--- src/rtl/ir_fetch_queue.sv ---
// ir_fetch_queue: architectural instruction register loaded from a flushable queue of PC-tagged prefetched words
module ir_fetch_queue #(
    parameter int WIDTH = 16,
    parameter int PC_W  = 16,
    parameter int DEPTH = 4,
    localparam int AW = $clog2(DEPTH),
    localparam int CW = $clog2(DEPTH + 1)
) (
    input  logic             clk,
    input  logic             reset,
    input  logic             flush,
    input  logic             wr_valid,
    output logic             wr_ready,
    input  logic [WIDTH-1:0] wr_instr,
    input  logic [PC_W-1:0]  wr_pc,
    input  logic             ld_ir,
    output logic             head_vld,
    output logic [WIDTH-1:0] ir,
    output logic [PC_W-1:0]  ir_pc,
    output logic             ir_valid,
    output logic [3:0]       opcode,
    output logic [CW-1:0]    count
);
    logic [WIDTH+PC_W-1:0] mem_q [DEPTH];
    logic [WIDTH+PC_W-1:0] mem_d [DEPTH];
    logic [AW-1:0]         wr_ptr_q, wr_ptr_d, rd_ptr_q, rd_ptr_d;
    logic [CW-1:0]         count_q, count_d;
    logic [WIDTH-1:0]      ir_q, ir_d;
    logic [PC_W-1:0]       ir_pc_q, ir_pc_d;
    logic                  ir_valid_q, ir_valid_d;
    logic                  push, pop;

    always_comb begin
        head_vld   = count_q != '0;
        wr_ready   = (count_q != CW'(DEPTH)) && !flush;
        push       = wr_valid && wr_ready;
        pop        = ld_ir && head_vld && !flush;
        mem_d      = mem_q;
        if (push) mem_d[wr_ptr_q] = {wr_instr, wr_pc};
        wr_ptr_d   = flush ? '0 : wr_ptr_q + AW'(push);
        rd_ptr_d   = flush ? '0 : rd_ptr_q + AW'(pop);
        count_d    = flush ? '0 : count_q + CW'(push) - CW'(pop);
        {ir_d, ir_pc_d} = pop ? mem_q[rd_ptr_q] : {ir_q, ir_pc_q};
        ir_valid_d = !flush && (pop || ir_valid_q);
    end

    // storage is never read unless count says the entry was written, so it needs no reset
    always_ff @(posedge clk) mem_q <= mem_d;

    always_ff @(posedge clk or posedge reset) begin
        if (reset) begin
            wr_ptr_q   <= '0;
            rd_ptr_q   <= '0;
            count_q    <= '0;
            ir_q       <= '0;
            ir_pc_q    <= '0;
            ir_valid_q <= 1'b0;
        end else begin
            wr_ptr_q   <= wr_ptr_d;
            rd_ptr_q   <= rd_ptr_d;
            count_q    <= count_d;
            ir_q       <= ir_d;
            ir_pc_q    <= ir_pc_d;
            ir_valid_q <= ir_valid_d;
        end
    end

    assign ir       = ir_q;
    assign ir_pc    = ir_pc_q;
    assign ir_valid = ir_valid_q;
    assign opcode   = ir_q[WIDTH-1 -: 4];
    assign count    = count_q;
endmodule

--- config.mk ---
export PLATFORM = sky130hd
export DESIGN_NAME = ir_fetch_queue
export DESIGN_NICKNAME = d
export VERILOG_FILES = /design/src/rtl/ir_fetch_queue.sv
export SDC_FILE = /design/constraint.sdc
export NUM_CORES = 1
export LEC_CHECK = 0
export ABC_CLOCK_PERIOD_IN_PS = 3800
export BUFFER_PORTS_ARGS = -buffer_cell sky130_fd_sc_hd__buf_2
export CORE_MARGIN = 4
export CORE_UTILIZATION = 52
export DETAILED_ROUTE_END_ITERATION = 7
export PLACE_DENSITY_LB_ADDON = 0.05
export SYNTH_ARGS = -nofsm -noshare
export SYNTH_HDL_FRONTEND = slang
export SYNTH_SLANG_ARGS = --single-unit
--- constraint.sdc ---
create_clock -name clk -period 3.8 [get_ports clk]
set_clock_uncertainty 0.05 [all_clocks]
set_input_delay 0.38 -clock clk [delete_from_list [all_inputs] [get_ports clk]]
set_output_delay 0.38 -clock clk [all_outputs]
set_load 0.1 [all_outputs]
==> results.md <==
- Total Wirelength: 10.6 mm
- First-pass GRT wire length: 16.9 mm
- Multi-input gate area: 0.00144 sq mm
- Largest net degree at the start of global routing: 41
- Ant diodes: 0
- Max_cap viols: 0
- CTS Sinks: 168
- Number of port buffers: 78
- Clk slew on worst S/H paths: 60 ps
- TritonCTS clock tree: yes
- Endpoints failing setup: 0
- Sum Neg Setup Slack: 0 ps
- Total die area: 0.0142 sq mm
- FP Rows: 40
- Worst-margin pin slew: between 900 and 1000 ps
- Crit path DAT: 2840 ps
- Setup CP Type: flop to flop
- # IOs: between 70 and 80
- Yosys synthesis warning count: 0
- WP buf/inv: 2
- Wirelength per Cell: between 15 and 20 um
- Initial DRT Pass Iterations: 4
- Utilization after layout: 0.621
- CTS Buf Count: 17
- Hold-fix buffers at CTS: 0
- Total track usage: 0.163
- Net Count, Synth: ~320
- Htree depth: 4
- Die Wd: 119 um
- Share of cells above drive strength 1: 0.481
- Yosys top cell by area: edfxtp_1
- Syn-to-layout area delta: 17.0%
- Clock buffer depth: 2
- Nets: 407
- ANT nets after route: 0
- CP delay by family, top: simple AND/OR/NAND/NOR gates
- RSZ-0062 raised after global routing: false
- Min-Delay Path Class: input port to flop
- Fin cells: 546
- CP cell instances: or3_4 > and3_4 > ha_1 > inv_1 > ha_1 > inv_1 > fa_1 > xnor2_1 > nor2_1
- Total gr overflow: 0
- Most frequent cells in the layout: edfxtp_1, buf_2, dfrtp_1
- Post-layout minimum cycle time: 2590 ps
- 1st-iter DRT viols: 157
- Setup Fix Bufs, Post-CTS: 0
- Vias/cell: 5.17
- CP max FO: 35
- Worst-Skew Late Latency: 410 ps
- Max incr delay on CP: 640 ps
- Number of global-route vias before repair: 3,041
- Crit. End Element: flop
- Max Clk Rate: ~390 MHz
- Vias: 2,824
- Fin crit share: 0.683
- Gp weighted congestion: 0.679
- Placed Cells incl. Taps: 514
- Synthesized cell area: 0.00641 sq mm
- Final Hold Vio Count: 0
- Most common cell after layout, fill and taps aside: edfxtp_1
- Seq/Total Area, Yosys: 0.756
- Max-Slew Margin vs Limit: 0.365
- Clock root buffer: clkbuf_16
- Hpwl dp: 5.94 mm
- Core Region: between 0.01 and 0.015 sq mm
- Post-Synthesis Mean Instance Area: 22.8 sq um
- Status: finished clean
- Synth top area share: 0.600
- Synth top area cells: edfxtp_1, dfrtp_1, mux4_2
- DRC errors left: 0
- Final Max Tran Viols: 0
- Seq cells post-synth: 168
- Chip height: roughly 120 um
- Slowest cell on crit path: and3_4
- Initial Util: 0.531
- Mapped Cells: between 200 and 300
- Initial antenna violation count: 0
- Type of element launching the critical path: flop
- # resized after CTS: 0
- Worst Path Required: 4050 ps
- Fillers: 855
- Seq. cell area: 0.00485 sq mm
- Unique masters post-synth: 25
cells in the mapped netlist:
cell,count
buf_12,3
nor2b_1,3
and3_1,1
ha_1,4
buf_4,4
a21o_1,1
and3_4,1
nor3b_1,2
edfxtp_1,128
clkbuf_1,5
mux2_4,28
mux4_2,32
a211o_2,1
nor3_1,1
xor2_1,1
inv_1,6
dfrtp_1,40
or3_4,1
a21oi_1,1
buf_6,1
mux2_2,4
xnor2_1,3
buf_2,4
fa_1,1
nor2_1,5
cells by family (layout without fill, tap and decap cells):
logic type	Yosys count	in the layout	synth area share
multiplexers	64	64	0.185
AO/OA/AOI/OAI	3	3	0.00351
adder cells (fa/ha/maj)	5	5	0.0109
buffers and inverters	23	120	0.0254
AND/OR/NAND/NOR	14	14	0.0135
flip-flops	168	168	0.756
XOR/XNOR	4	4	0.00547
metrics by stage:
step	area (sq um)	setup WS [ps]	hold WS, ps
2_1_floorplan	6420	475	429
3_3_place_gp	6940	1190	411
3_5_place_dp	6940	1140	441
4_1_cts	7490	1150	109
5_1_grt	7490	1050	107
6_report	7490	1210	131
area by class of cell:
| type | instances | share of cell area |
|---|---|---|
| flip-flops and latches | 168 | 0.647 |
| multi-input cells | 90 | 0.191 |
| clock buffers | 23 | 0.0611 |
| repair buffers | 82 | 0.0561 |
| well taps | 168 | 0.0280 |
| clock inverters | 9 | 0.0135 |
| inverters | 6 | 0.00301 |
worst reg2reg max path, stage by stage, from the launching register on:
cell	delay [ps]
dfrtp_1	450
or3_4	170
and3_4	640
ha_1	350
inv_1	50
ha_1	130
inv_1	50
fa_1	370
xnor2_1	160
nor2_1	50
final timing paths:
check,from,to,slack (ps),depth (start not counted)
max in group asynchronous,reset,rd_ptr_q[1],2920,2
min in group asynchronous,reset,ir[9],140,2
worst min register to register,ir[11],ir[11],450,1
worst max-delay path,count[1],count[2],1210,9
worst max register to register,count[1],count[2],1210,9
worst min-delay path,wr_instr[2],mem_q[18],130,1
flip-flops by register name, indices dropped and copies added, names as in the netlist:
name,cells
ir,16
wr_ptr_q,2
count,3
mem_q,128
ir_pc,16
ir_valid,1
rd_ptr_q,2
metal layers:
| metal | global-route usage | part of all wire | up-vias |
|---|---|---|---|
| li1 | - | - | 1286 |
| met1 | 0.213 | 0.43 | 1451 |
| met2 | 0.256 | 0.51 | 77 |
| met3 | 0.0575 | 0.050 | 10 |
| met4 | 0.0587 | 0.011 | 0 |
| met5 | 0 | 0 | - |
Power is left out: the tool's default activity adds up to more than one toggle a clock period on the data nets, which glitch-free logic cannot reach.
